## src/rtl/ca_line_engine.sv

```systemverilog
// One-row elementary cellular automaton engine over a double-buffered 160x16 line RAM.
// Optional feature: define WRAP_EDGES_EN for a toroidal row (otherwise out-of-row cells are 0).
module ca_line_engine #(
  parameter int unsigned WORDS     = 80,
  parameter int unsigned HALF_BASE = 80
) (
  input  logic        clk,
  input  logic        rst_n,
  input  logic        start,
  input  logic        src_half,
  input  logic [7:0]  rule,
  input  logic        disp_read,
  input  logic [7:0]  disp_addr,
  output logic [7:0]  ram_addr,
  output logic        ram_we,
  output logic [15:0] ram_wdata,
  input  logic [15:0] ram_rdata,
  output logic        busy,
  output logic        done
);

  localparam logic [7:0] LastIdx  = 8'(WORDS - 1);
  localparam logic [7:0] HalfBase = 8'(HALF_BASE);

  typedef enum logic [3:0] {
    StIdle,
`ifdef WRAP_EDGES_EN
    StPrimeL,
    StCapL,
`endif
    StPrimeC,
    StCapC,
    StFetch,
    StCapN,
    StWrite,
    StDone
  } state_e;

  state_e      state_q, state_d;
  logic [7:0]  idx_q, idx_d;
  logic [7:0]  rule_q, rule_d;
  logic        src_half_q, src_half_d;
  logic        lbit_q, lbit_d;
  logic [15:0] cur_q, cur_d;
  logic [15:0] next_q, next_d;
`ifdef WRAP_EDGES_EN
  logic        first15_q, first15_d;
`endif

  logic [7:0]  src_base, dst_base;
  logic [17:0] ext;
  logic [15:0] new_word;

  assign src_base = src_half_q ? HalfBase : 8'd0;
  assign dst_base = src_half_q ? 8'd0 : HalfBase;

  // ext[b+2:b] is the {L,C,R} neighbourhood of cur bit b
  assign ext = {lbit_q, cur_q, next_q[15]};

  always_comb begin
    new_word = '0;
    for (int b = 0; b < 16; b++) begin
      new_word[b] = rule_q[ext[b +: 3]];
    end
  end

  always_comb begin
    state_d    = state_q;
    idx_d      = idx_q;
    rule_d     = rule_q;
    src_half_d = src_half_q;
    lbit_d     = lbit_q;
    cur_d      = cur_q;
    next_d     = next_q;
`ifdef WRAP_EDGES_EN
    first15_d  = first15_q;
`endif
    ram_addr   = 8'd0;
    ram_we     = 1'b0;
    ram_wdata  = 16'd0;

    // Capture states never stall: their data was returned by the previous granted read.
    unique case (state_q)
      StIdle: begin
        if (start) begin
          rule_d     = rule;
          src_half_d = src_half;
          idx_d      = 8'd0;
          lbit_d     = 1'b0;
`ifdef WRAP_EDGES_EN
          state_d    = StPrimeL;
`else
          state_d    = StPrimeC;
`endif
        end
      end
`ifdef WRAP_EDGES_EN
      StPrimeL: begin
        if (!disp_read) begin
          ram_addr = src_base + LastIdx;
          state_d  = StCapL;
        end
      end
      StCapL: begin
        lbit_d  = ram_rdata[0];
        state_d = StPrimeC;
      end
`endif
      StPrimeC: begin
        if (!disp_read) begin
          ram_addr = src_base;
          state_d  = StCapC;
        end
      end
      StCapC: begin
        cur_d     = ram_rdata;
`ifdef WRAP_EDGES_EN
        first15_d = ram_rdata[15];
`endif
        state_d   = StFetch;
      end
      StFetch: begin
        if (!disp_read) begin
          if (idx_q < LastIdx) begin
            ram_addr = src_base + idx_q + 8'd1;
            state_d  = StCapN;
          end else begin
`ifdef WRAP_EDGES_EN
            next_d = {first15_q, 15'd0};
`else
            next_d = 16'd0;
`endif
            state_d = StWrite;
          end
        end
      end
      StCapN: begin
        next_d  = ram_rdata;
        state_d = StWrite;
      end
      StWrite: begin
        if (!disp_read) begin
          ram_we    = 1'b1;
          ram_addr  = dst_base + idx_q;
          ram_wdata = new_word;
          lbit_d    = cur_q[0];
          cur_d     = next_q;
          idx_d     = idx_q + 8'd1;
          state_d   = (idx_q == LastIdx) ? StDone : StFetch;
        end
      end
      StDone: state_d = StIdle;
      default: state_d = StIdle;
    endcase

    if (disp_read) begin
      ram_addr = disp_addr;
      ram_we   = 1'b0;
    end
  end

  always_ff @(posedge clk or negedge rst_n) begin
    if (!rst_n) begin
      state_q    <= StIdle;
      idx_q      <= 8'd0;
      rule_q     <= 8'd0;
      src_half_q <= 1'b0;
      lbit_q     <= 1'b0;
      cur_q      <= 16'd0;
      next_q     <= 16'd0;
`ifdef WRAP_EDGES_EN
      first15_q  <= 1'b0;
`endif
    end else begin
      state_q    <= state_d;
      idx_q      <= idx_d;
      rule_q     <= rule_d;
      src_half_q <= src_half_d;
      lbit_q     <= lbit_d;
      cur_q      <= cur_d;
      next_q     <= next_d;
`ifdef WRAP_EDGES_EN
      first15_q  <= first15_d;
`endif
    end
  end

  assign busy = (state_q != StIdle) && (state_q != StDone);
  assign done = (state_q == StDone);

endmodule

```

## config.mk

```make
export PLATFORM = sky130hd
export DESIGN_NAME = ca_line_engine
export DESIGN_NICKNAME = d
export VERILOG_FILES = /design/src/rtl/ca_line_engine.sv
export SDC_FILE = /design/constraint.sdc
export NUM_CORES = 1
export LEC_CHECK = 0
export BUFFER_PORTS_ARGS = -buffer_cell sky130_fd_sc_hd__buf_2
export CAP_MARGIN = 15
export CORE_MARGIN = 2
export CORE_UTILIZATION = 30
export DETAILED_ROUTE_END_ITERATION = 16
export HOLD_SLACK_MARGIN = 0.12
export PLACE_DENSITY_LB_ADDON = 0.12
export SYNTH_ARGS = -nofsm -noshare
export SYNTH_HDL_FRONTEND = slang
export SYNTH_SLANG_ARGS = --single-unit
```

## constraint.sdc

```tcl
create_clock -name clk -period 3.91 [get_ports clk]
set_clock_uncertainty 0.2 [all_clocks]
set_input_delay 0 -clock clk [delete_from_list [all_inputs] [get_ports clk]]
set_output_delay 0 -clock clk [all_outputs]
set_load 0.02 [all_outputs]
```

After elaboration in Yosys (flattened, before gate mapping). Cells that the tools add are included.

Input bits: 37. Word-level logic and storage cells: 111. Output and inout port bits: 27. Register bits after elaboration: 54.

Reductions and logical operators: 11. Add/subtract/negate cells: 4. Multiplexer cells: 59. Order comparisons: 17. Equality and inequality tests: 13.

Operators by type and width (count): 2-to-1 mux 16 bit (5); less-than comparator 3 x 4 -> 1 bit (second input constant) (16); case mux 16 bit (2 select lines) (2); binary-select mux 1 bit (select 3 bit) (16); 2-to-1 mux 8 bit (4); case mux 4 bit (6 select lines) (1); case mux 8 bit (3 select lines) (1); 2-to-1 mux 1 bit (21); adder 7 x 8 -> 8 bit (2); adder 8 x 1 -> 8 bit (second input constant) (2); 2-to-1 mux 4 bit (4); case mux 8 bit (2 select lines) (1); 2-to-1 mux 7 bit (2); == test 4 x 3 -> 1 bit (second input constant) (3); != test 2 bit (second input constant) (5); == test 4 x 2 -> 1 bit (second input constant) (2); == test 8 x 7 -> 1 bit (second input constant) (1); less-than comparator 8 x 7 -> 1 bit (second input constant) (1); AND reduction 3 bit (2); nonzero test 2 bit (3); == test 4 x 1 -> 1 bit (second input constant) (1); zero test 4 bit (1); != test 4 x 3 -> 1 bit (second input constant) (1); AND reduction 2 bit (2); 5 further kinds (5).

Depth between registers and ports, before layout. Gate-level depths: netlist (run 1).

Word-level depth: 6. Mapped depth: 8. Gate-level depth less buffers: 7.

Least setup slack after synthesis (run 1). OpenSTA, ideal clock, no wires.

Path type: reg2out. From: register idx_q[0]. To: output port ram_addr[3]. Arrival time: 1916 ps. Cell stages (with the launch flop): 6. Setup slack: 1794 ps. Cells stage by stage: dfrtp_1 > ha_1 > a311o_1 > a21oi_2 > nand3_2 > o21ai_0.

Longest elaborated chain between the ends: 5. Elaborated cells on any way between the ends: 7. Classes of those cells: 3 x add/sub; 1 x order compare; 3 x mux.

Ends and longest elaborated chain: start, declared (line 40) `logic [7:0] idx_q, idx_d;`; start signal, assigned (line 176) `idx_q <= idx_d;`; adder 7 x 8 -> 8 bit (line 125) `ram_addr = src_base + idx_q + 8'd1;`; adder 8 x 1 -> 8 bit (line 125); 2-to-1 mux 8 bit (line 124) `if (idx_q < LastIdx) begin`; case mux 8 bit (3 select lines) * (line 83) `unique case (state_q)`; 2-to-1 mux 8 bit * (line 156) `if (disp_read) begin`; end, declared (line 14) `output logic [7:0] ram_addr,`.

Mark *: on every way between the ends. The rest lies on a longest branch, timed or not.

Final worst setup path (run 1).
From: register state_q[2]. To: register src_half_q.

Longest elaborated chain between the ends: 2.

Ends and longest elaborated chain: start, declared (line 39) `state_e state_q, state_d;`; start signal, assigned (line 164) `state_q <= StIdle;`; start signal, assigned (line 175) `state_q <= state_d;`; zero test 4 bit (line 83); AND reduction 2 bit (no line); end signal, assigned (line 178) `src_half_q <= src_half_d;`; end, declared (line 42) `logic src_half_q, src_half_d;`.

No other way between the ends. A chain may end at the register's enable or synchronous reset.

==> impl_summary.md, run 1 <==
Status
The flow ran to the end, and the final reports show no timing, DRC or antenna violations.

Logic synthesis
Counting instances in the post-synthesis netlist gives the leading cell types as dfrtp_1, mux2i_1, mux4_2. In the post-synthesis netlist, the cell with the most instances is dfrtp_1. The biggest area contributor in the post-synthesis netlist is dfrtp_1. After synthesis, the share of flip-flops with an asynchronous set or reset is 100.0%. In this run, synthesis inferred 0 flip-flops with an integrated enable. The number of nets handed over by synthesis was 384. Sorting the synthesized cells by area gives the leading types as dfrtp_1, mux4_2, mux2i_1. The distinct cell type count of the synthesized netlist is 50. The number of cells produced by synthesis is around 340. Summing every instance area after synthesis gives 3741 um2. Among all flip-flop cells after synthesis, the most frequent one is dfrtp_1. The Yosys step of the flow raised 0 warnings. The register area share after synthesis is between 30% and 40%. The flop and latch count out of synthesis is 53. Dividing the synthesized area by the synthesized cell count gives 10.97 um2. The share of the synthesized area in the top cell type is 35.45%.

Floorplan
The starting density of the core is a little under a third. The die height is 115.7 um. The total die area is between 10000 and 15000 um2. The region available for standard cell placement spans roughly 12000 um2. The die extent in x is between 100 and 150 um. The I/O pin count is 64. The total number of placement rows is 40.

Flow run
The tool flagged a number of max-cap violations equal to 0.

Clock network
The H-tree was split into 2 levels. Counting the buffers created by CTS gives 5. The CTS sink count is 53.

The clock reaches the later pin of the worst-skew pair after 290 ps. Post-CTS timing repair inserted 0 buffers for setup. The CTS tree is done. The number of gates resized after CTS was 0.

The number of buffers inserted for hold repair after clock tree synthesis is 40. The clock passes through at most 2 buffers. Clock-pin slew was measured on the worst setup and hold paths at approximately 80 ps. The clock root buffer is clkbuf_16.

Timing
The relative slew slack is between 20% and 30%. The number of pins exceeding their max-slew limit in the final report was 0. Based on the critical path, the design can be clocked at up to ~320 MHz. Setup repair after global routing left no endpoint under its margin. The final count of hold timing violations was 0.

The worst path in the final design needs a cycle of 3115 ps, including I/O delays and setup. The final-layout setup total negative slack is 0 ps. For the pin with the worst max-slew slack, the measured transition is ~1100 ps. The final count of negative-setup-slack endpoints is 0.

The post-route clock period utilization is 79.67%.

Global routing
The first global-routing pass estimated 15790 um of wire. The total track usage is roughly 15%. Entering global routing, the biggest net connects 40 pins. The via count of the first global-routing pass was just under 3000. The final global-route overflow total is 0. The number of antenna violations at the first check in global routing is 0.

Drt
The first-pass iteration count of the detailed router is 4. Dividing the detail-routed via count by the number of cells gives roughly 5.0. In the final routed layout, each cell accounts on average for approximately 17 um. The number of DRC violations after detailed routing is 0. The wire length after detailed routing is roughly 10000 um. After the first detailed-routing iteration, the DRC count stood at about 110. The total vias in the final route is between 2000 and 3000. The number of nets with antenna violations after detailed routing is 0.

Power
The switching power summed over all nets is ~1.3 mW. In this run, the combinational gates consume a little under half of the power. The fraction of power consumed by sequential logic is between 30% and 40%. Of the total power, the share spent switching nets is 39.31%.

Dividing total power by cell area gives a power density of 729.7 nW/um2. The internal power of the cells totals roughly 2.1 mW. Summed over all cells, the static leakage comes to about 2.1 nW. The proportion of power drawn by the clock network is 15.6%. VDD sags by at most roughly 0.22 mV.

Worst setup path
By startpoint and endpoint, the worst setup path is classified as reg -> reg. The critical path arrival is roughly 3200 ps. The kind of end point of the critical path is a flop. The setup slack on the worst flop-to-flop path is between 700 and 800 ps. The worst reg-to-reg path cell count is 5.

The worst setup path is launched from a flop. In this run the critical register-to-register path is launched from state_q[2]$_DFFE_PN0P_. The endpoint identified for the worst register-to-register timing path is src_half_q$_DFFE_PN0P_. The data required time of the critical path is 3950 ps. Along the worst path, the maximum fanout reaches 18.

Cells and area
The fraction of final layout cells with drive strength greater than 1 is ~29%. 0 antenna diodes ended up in the layout. In the final layout, the multi-input gates occupy approximately 2200 um2. In the final design database the tool counted between 400 and 500 nets.

The sequential cell area is ~1300 um2. The count of cells in the finished layout, fillers not included, comes to roughly 600. The number of fill cells is around 1300. The area growth from synthesis to layout is 24.95%.

Place
The estimated wirelength of the detail-placed design is 6448 um. Input and output buffers added on the ports amount to 63. The cell total after placement is roughly 540. The final weighted congestion in routability-driven placement is 0.8125.

Min path
In this run the worst hold path is classified as in -> async.
==> registers in the layout, summed over array words and instances, names as in the netlist <==
name	count
rule_q	8
state_q	3
cur_q	16
lbit_q	1
idx_q	8
next_q	16
src_half_q	1
==> worst max-delay path, stage by stage, from the launching register on <==
cell and delay, ps:
dfrtp_1 540, nor4b_4 990, nand2_1 110, dlygate4sd3_1 590, o21ai_0 70, dlygate4sd3_1 560
==> kinds of logic after synthesis <==
kind of cell	share of synthesized area, %
flops	35.45
fa+ha+maj	2.007
mux	30.50
simple gates	10.77
buf+inv	5.986
xor+xnor	1.873
compound gates	13.41
==> layer usage <==
| layer | global-route usage, % | vias to the layer above | wire length (um) |
|---|---|---|---|
| met5 | 0 | - | 0 |
| met4 | 3.333 | 0 | 64 |
| met3 | 2.981 | 4 | 381 |
| met2 | 23.16 | 52 | 4424 |
| met1 | 22.29 | 1475 | 4852 |
| li1 | - | 1417 | - |
==> power by group through the flow <==
stage	clock, mW	combinational [mW]	sequential, mW
floorplan	0	1.54	0.914
global placement	0	1.46	1.30
detailed placement	0	1.47	1.31
CTS	0.547	1.59	1.30
global route	0.574	1.74	1.37
finish	0.531	1.57	1.31
==> through the flow <==
stage / power [mW] / hold WS, ps / instance area [um2] / util [%] / setup WS (ps)
after floorplan: 2.450 / -495.6 / 3741 / - / 1794
after global placement: 2.762 / -255.5 / 4091 / 33.78 / 1579
after detailed placement: 2.781 / -259.8 / 4099 / 33.84 / 1576
after CTS: 3.435 / 147.0 / 4674 / 38.60 / 781.9
after global routing: 3.683 / 169.1 / 4674 / 38.60 / 533.6
final: 3.411 / 138.1 / 4674 / 38.60 / 794.9
==> cell type report <==
type,count,area share (%)
clock buffer,5,2.677
clock inverter,3,1.071
inverter,7,0.5621
multi-input combinational,241,46.87
sequential,53,28.37
tap,168,4.497
timing repair buffer,107,15.95
==> how the worst max path moves through the flow <==
stage,startpoint,to,slack (ps),cells after the start
2_1_floorplan,idx_q[0]$_DFFE_PN0P_,ram_addr[3],1790,5
3_3_place_gp,idx_q[0]$_DFFE_PN0P_,ram_addr[2],1580,6
3_5_place_dp,state_q[2]$_DFFE_PN0P_,idx_q[3]$_DFFE_PN0P_,1580,4
4_1_cts,state_q[2]$_DFFE_PN0P_,src_half_q$_DFFE_PN0P_,780,5
5_1_grt,state_q[2]$_DFFE_PN0P_,src_half_q$_DFFE_PN0P_,530,5
6_report,state_q[2]$_DFFE_PN0P_,src_half_q$_DFFE_PN0P_,790,5
==> cell usage in the layout (no fill, tap or decap), types with 2 or more instances in the layout <==
master	count
dlygate4sd3_1	40
o221ai_1	2
a22oi_1	5
and4_1	2
buf_2	63
and3_1	2
nand2b_1	3
ha_1	6
a22o_1	16
nand3_1	4
xor2_1	3
mux2_1	3
dfrtp_1	53
buf_4	4
a21oi_2	2
xnor2_1	5
inv_1	6
o21ai_0	31
mux2_2	5
and2b_1	3
or3_1	2
nor2_1	26
mux2i_1	33
clkbuf_16	5
mux4_2	32
a31oi_1	2
nand2_1	30
a21oi_1	3
Note: power is estimated with default switching activity, not from simulation.
==> run 2: changes to the inputs <==
Clock period 3.91 ns to 2.5 ns, I/O delays scaled along.
==> run 2 against run 1 <==
Effect of this change: final cell count fell by 0.86%; critical endpoint is now ram_addr[2]; first-iteration DRC count rose by 18%; largest cell class unchanged; via count fell by 1.2%; register-to-register slack got worse by 310 ps; critical path depth rose by 1; non-clock buffer count fell by 5; clock power rose by 57%; sequential cell count did not move.
==> impl_summary.md, run 2 (synthesis gave the netlist of run 1 again) <==
Status
Run status: finished clean (unchanged).

Place
The setup slack after placement is 290.6 ps (was 1576 ps). The final weighted congestion in routability-driven placement is 0.8332 (was 0.8125). The number of buffers inserted by port buffering is 63 (unchanged). The estimated wirelength of the detail-placed design came to 6468 um (was 6448 um).

Cells and area
Biggest registers after layout: cur_q x16, next_q x16 (unchanged). The sequential cell area was 1328 um2 (was 1326 um2). The number of diodes added for antenna fixing is 0 (unchanged). The fraction of final layout cells with drive strength greater than 1 is 31.14% (was 28.61%). The most frequent standard cell in the layout excluding fill and tap cells is buf_2 (unchanged). The net count reported at finish is 453 (was 458). The layout overhead on the synthesized area was 23.68% (was 24.95%). The number of fill cells is 1252 (was 1269).

The footprint of the multi-input gates is 2210 um2 (was 2191 um2). Commonest cells after routing, fill and taps aside: buf_2, dfrtp_1, mux2i_1 (was buf_2, dfrtp_1, dlygate4sd3_1).

Timing
The final count of negative-setup-slack endpoints is 0 (unchanged). The final count of hold timing violations is 0 (unchanged). The final-layout setup total negative slack is 0 ps (unchanged). The smallest clock period supported by the final layout is computed as ~2300 ps. The pin slew with the least headroom to its limit was 742.8 ps (was 1065 ps). Based on the critical path, the design can be clocked at up to 427.6 MHz. Dividing the final minimum period by the clock period gives a little over 90%. The number of pins exceeding their max-slew limit in the final report is 0 (unchanged).

Setup repair after global routing missed its margin: false (unchanged). The worst path setup slack after routing is 161.3 ps (was 794.9 ps). The relative slew slack is 50.48% (was 28.71%).

Drt
The wire length after detailed routing is 9566 um (was 9722 um). The number of DRC violations after detailed routing is 0 (unchanged). The via density per instance came to 5.033 (was 5.048). The total vias in the final route came to 2914 (was 2948). The number of DRC violations after detailed-routing iteration 0 is 129 (was 109). The number of nets with antenna violations after detailed routing is 0 (unchanged). The first-pass iteration count of the detailed router is 4 (unchanged). The mean routed wirelength per cell came to 16.52 um (was 16.65 um).

Global routing
The via count of the first global-routing pass is 2942 (was 2937). The total track usage is 15.13% (was 15.12%). The maximum number of pins on one net before global-route repair is 54 (was 40). The final global-route overflow total is 0 (unchanged). The first-pass GRT wire length came to 15780 um (was 15790 um).

The number of antenna violations at the first check in global routing is 0 (unchanged).

Clock network
The number of clock buffers inserted by TritonCTS is 5 (unchanged). The deepest clock path buffer count is 2 (unchanged). The level count of the clock H-tree came to 2 (unchanged). The clock-pin slew of the registers on the worst-case setup and hold paths was 70 ps (was 80 ps). The CTS tree is done (unchanged). The CTS sink count is 53 (unchanged). The clock root buffer is clkbuf_16 (unchanged). The clock latency of the later-clocked register in the worst-skew pair is 300 ps (was 290 ps).

Min path
The kind of path behind the tightest hold check was in -> out (was in -> async).

Floorplan
The area of the core came to 12110 um2 (unchanged). The starting density of the core was 30.89% (unchanged). The I/O pin count was 64 (unchanged).

The die extent in x is 115.7 um (unchanged). The total die area is 13380 um2 (unchanged). The die height is 115.7 um (unchanged).

The total number of placement rows came to 40 (unchanged).

Worst setup path
The type of the setup path with the least slack is reg -> out (was reg -> reg). The delay of the slowest cell on the worst path came to 440 ps (was 990 ps). The startpoint kind of the worst setup timing path is a flop (unchanged). The critical path arrival is 2140 ps (was 3150 ps). The data required time of the critical path is 2300 ps (was 3950 ps). The kind of cell adding the most delay to the critical path was compound AO/OA/AOI/OAI gates (was buffers and inverters). The maximum net fanout on the critical path is 8 (was 18).

The kind of end point of the critical path was a primary output (was flop). The count of buffering cells on the critical path with inverters included was 1 (was 2). The cell with the largest stage delay on the worst path is dfrtp_2 (was nor4b_4). CP cell instances: ha_2 > a311o_1 > a21oi_4 > nand3_4 > o221ai_1 > buf_2 (was nor4b_4 > nand2_1 > dlygate4sd3_1 > o21ai_0 > dlygate4sd3_1).

Power
The power density of the placed cells is 1127 nW/um2 (was 729.7 nW/um2). The leakage power figure was 2.122 nW (was 2.138 nW). The maximum VDD drop came to 0.3675 mV (was 0.2176 mV).

Flow run
The number of max-cap violations is 0 (unchanged).
[run 2: cell types whose count changed in the layout (fill, tap and decap cells not counted), sizes merged]
| cell | previous run | this run |
|---|---|---|
| dlygate4sd3 | 40 | 28 |
| buf | 67 | 74 |
[run 2: timing repair]
item | 4_1_cts | 5_1_grt
setup buffers | 0 | 0
gates resized for setup | 1 | 4
cloned | 0 | 0
pin swaps | 0 | 1
hold buffers | 28 | 0
hold endpoints to repair | 100 | 0
setup endpoints to repair | 7 | 8
[run 2: worst register-to-register path, delay by kind of cell (launching register included)]
kind	cells	cell delay (ps)
flip-flops	1	440
AO/OA/AOI/OAI	4	1080
adder cells (fa/ha/maj)	1	240
[run 2: metal layers]
metal	part of all wire (%)	track usage [%]	vias to the layer above	wire length (um)
li1	-	-	1409	-
met1	51	22.49	1446	4871
met2	44	23.20	50	4243
met4	1.1	3.730	0	102
met5	0	0	-	0
met3	3.6	2.406	9	349
[run 2: metrics by stage]
step	cell area (um2)	cells	utilization (%)	total power, mW	hold WS, ps
after floorplan	3741	341	-	3.832	-495.6
after global placement	4144	542	34.21	4.359	-4.165
after detailed placement	4151	543	34.28	4.382	3.319
after CTS	4614	579	38.10	5.274	137.9
after global routing	4627	579	38.20	5.661	176.6
final	4627	579	38.20	5.216	132.4
[run 2: final cells by class]
type | count | share of cell area [%]
inverters | 7 | 0.5679
clock inverters | 3 | 1.082
multi-input cells | 241 | 47.76
well taps | 168 | 4.543
clock buffers | 5 | 2.704
repair buffers | 102 | 14.66
flip-flops and latches | 53 | 28.69
[run 2: worst paths after layout]
path	start	end	slack (ps)	cells after the start
max	idx_q[0]$_DFFE_PN0P_	ram_addr[2]	160	6
min	disp_addr[2]	ram_addr[2]	130	4
max reg2reg	idx_q[0]$_DFFE_PN0P_	next_q[1]$_DFFE_PN0P_	480	5
min reg2reg	next_q[11]$_DFFE_PN0P_	next_q[11]$_DFFE_PN0P_	300	1
max in group asynchronous	rst_n	state_q[2]$_DFFE_PN0P_	1430	3
min in group asynchronous	rst_n	state_q[1]$_DFFE_PN0P_	150	3
[run 2: power breakdown]
part           internal [mW]  switching, mW
Sequential              1.21          0.727
Combinational           1.47          0.980
Clock                  0.482          0.351
==> run 3: changes to the inputs <==
Settings changed: CORE_UTILIZATION 30 to 51.
==> run 3 against run 2 <==
Effect of this change: sequential power about the same; hold slack worse by 0.99 ps; largest cell class unchanged; register-to-register slack got worse by 110 ps; power is 7.1% lower; design area down 3.2%; sequential share of layout area up 0.98 points; critical path type unchanged; highest routed layer unchanged.
==> impl_summary.md, run 3 (synthesis gave the netlist of run 1 again) <==
Status
Run status: finished clean (unchanged).

Clock network
The deepest clock path buffer count is 2 (unchanged). The CTS tree is done (unchanged). The clock-pin slew of the registers on the worst-case setup and hold paths is 100 ps (was 70 ps). The number of clock buffers inserted by TritonCTS is 5 (unchanged). The clock latency of the later-clocked register in the worst-skew pair is 310 ps (was 300 ps).

The level count of the clock H-tree came to 2 (unchanged). The CTS sink count is 53 (unchanged). The clock root buffer is clkbuf_8 (was clkbuf_16).

Drt
The number of DRC violations after detailed-routing iteration 0 is 155 (was 129). The mean routed wirelength per cell is 16.34 um (was 16.52 um). The via density per instance is 5.790 (was 5.033). The number of DRC violations after detailed routing is 0 (unchanged). The number of nets with antenna violations after detailed routing is 0 (unchanged).

The wire length after detailed routing was 8331 um (was 9566 um). The total vias in the final route was 2953 (was 2914). The first-pass iteration count of the detailed router came to 5 (was 4).

Floorplan
The die height came to 89.65 um (was 115.7 um). The starting density of the core is 52.14% (was 30.89%). The total number of placement rows is 31 (was 40).

The total die area is 8036 um2 (was 13380 um2). The die extent in x is 89.65 um (was 115.7 um). The I/O pin count is 64 (unchanged). The area of the core was 7176 um2 (was 12110 um2).

Place
The number of buffers inserted by port buffering came to 63 (unchanged). The estimated wirelength of the detail-placed design came to 5766 um (was 6468 um). The final weighted congestion in routability-driven placement is 0.8510 (was 0.8332).

The cell area after placement is 4043 um2 (was 4151 um2).

Power
The leakage power figure is 2.080 nW (was 2.122 nW). The maximum VDD drop is 0.4775 mV (was 0.3675 mV). The total power draw is 4.845 mW (was 5.216 mW). The power density of the placed cells is 1082 nW/um2 (was 1127 nW/um2).

Global routing
The maximum number of pins on one net before global-route repair is 33 (was 54). The first-pass GRT wire length came to 13610 um (was 15780 um). The final global-route overflow total was 0 (unchanged). The via count of the first global-routing pass came to 2717 (was 2942). The total track usage was 22.24% (was 15.13%).

The number of antenna violations at the first check in global routing is 0 (unchanged).

Cells and area
The number of diodes added for antenna fixing came to 0 (unchanged). The fraction of final layout cells with drive strength greater than 1 was 30.90% (was 31.14%). Biggest registers after layout: cur_q x16, next_q x16 (unchanged). The final design area excluding fillers came to 4478 um2 (was 4627 um2). The net count reported at finish is 453 (unchanged).

The most frequent standard cell in the layout excluding fill and tap cells is buf_2 (unchanged). Commonest cells after routing, fill and taps aside: buf_2, dfrtp_1, mux2i_1 (unchanged). The core occupancy in the finished layout is 62.41% (was 38.20%). The layout overhead on the synthesized area was 19.70% (was 23.68%).

Worst setup path
The delay of the slowest cell on the worst path is 510 ps (was 440 ps). The kind of end point of the critical path is a primary output (unchanged). The cell with the largest stage delay on the worst path is a2111oi_1 (was dfrtp_2).

The critical path arrival is 2250 ps (was 2140 ps). CP cell instances: ha_1 > ha_1 > xnor2_1 > a2111oi_1 > a21oi_1 > o21ai_1 > buf_2 (was ha_2 > a311o_1 > a21oi_4 > nand3_4 > o221ai_1 > buf_2). The startpoint kind of the worst setup timing path is a flop (unchanged).

The type of the setup path with the least slack is reg -> out (unchanged). The data required time of the critical path came to 2300 ps (about the same). The most numerous cell on the critical path is ha_1. The maximum net fanout on the critical path was 9 (was 8).

Flow run
The number of max-cap violations is 0 (unchanged).

Timing
The relative slew slack came to 29.02% (was 50.48%). The pin slew with the least headroom to its limit came to 1061 ps (was 742.8 ps). The final count of hold timing violations is 0 (unchanged). The final hold slack is 131.4 ps (was 132.4 ps). The minimum clock period is 2452 ps (was 2339 ps). The post-route clock period utilization is 98.06% (was 93.55%).

The final count of negative-setup-slack endpoints is 0 (unchanged). The number of pins exceeding their max-slew limit in the final report is 0 (unchanged). The maximum operating frequency was 407.9 MHz (was 427.6 MHz).

Min path
The kind of path behind the tightest hold check is in -> out (unchanged).
-- run 3: cell count changes in the layout (fill, tap and decap cells not counted), moves of 2 or more --
cell,delta
inv_6,+2
buf_4,-3
clkbuf_8,+5
clkbuf_16,-5
dlygate4sd3_1,+2
-- run 3: critical path: cells and delay by family, from the launching register on --
family	cells	cell delay, ps
AOI/OAI and AO/OA	3	670
buffers and inverters	1	170
adders and majority gates	2	450
DFF	1	480
xor gates and xnor gates	1	150
-- run 3: area by class of cell --
type / count / area, um2
fillers: 613 / 2698
clock inverters: 3 / 25.02
inverters: 7 / 26.28
flip-flops and latches: 53 / 1329
well taps: 99 / 123.9
clock buffers: 5 / 68.82
repair buffers: 102 / 695.7
multi-input cells: 241 / 2210
-- run 3: routing by layer --
layer,share of wire (%),vias up,GRT usage (%)
met5,0,-,0
met4,1.1,0,5.020
met3,4.5,11,3.108
met2,46,89,32.49
met1,48,1447,35.37
li1,-,1406,-
-- run 3: report_power, final --
group / internal [mW] / leakage [nW] / switching (mW)
registers: 1.21 / 0.668 / 0.753
logic: 1.46 / 1.37 / 0.904
clock network: 0.205 / 0.0452 / 0.317
total: 2.87 / 2.08 / 1.97
-- run 3: worst paths after layout --
kind	from	end	slack, ps	cells after the start
setup / recovery	idx_q[4]$_DFFE_PN0P_	ram_addr[6]	50	7
hold / removal	disp_addr[4]	ram_addr[4]	130	4
setup reg to reg	state_q[2]$_DFFE_PN0P_	next_q[0]$_DFFE_PN0P_	370	3
hold reg to reg	next_q[7]$_DFFE_PN0P_	next_q[7]$_DFFE_PN0P_	310	1
max in group asynchronous	rst_n	src_half_q$_DFFE_PN0P_	1300	4
min in group asynchronous	rst_n	idx_q[7]$_DFFE_PN0P_	580	4
-- run 3: timing repair --
item,in CTS,in global routing
endpoints found under the hold margin,101,0
setup buffers,0,0
gates resized for setup,2,4
endpoints found under the setup margin,7,8
hold buffers,31,0
pin swaps,1,0
-- run 3: per-stage QoR --
step                      cells  TNS [ps]  worst slack (ps)
after floorplan             341         0             383.6
after global placement      471         0             342.8
after detailed placement    471         0             300.2
after CTS                   510         0             60.83
after global routing        510    -74.22            -74.22
final                       510         0             48.40
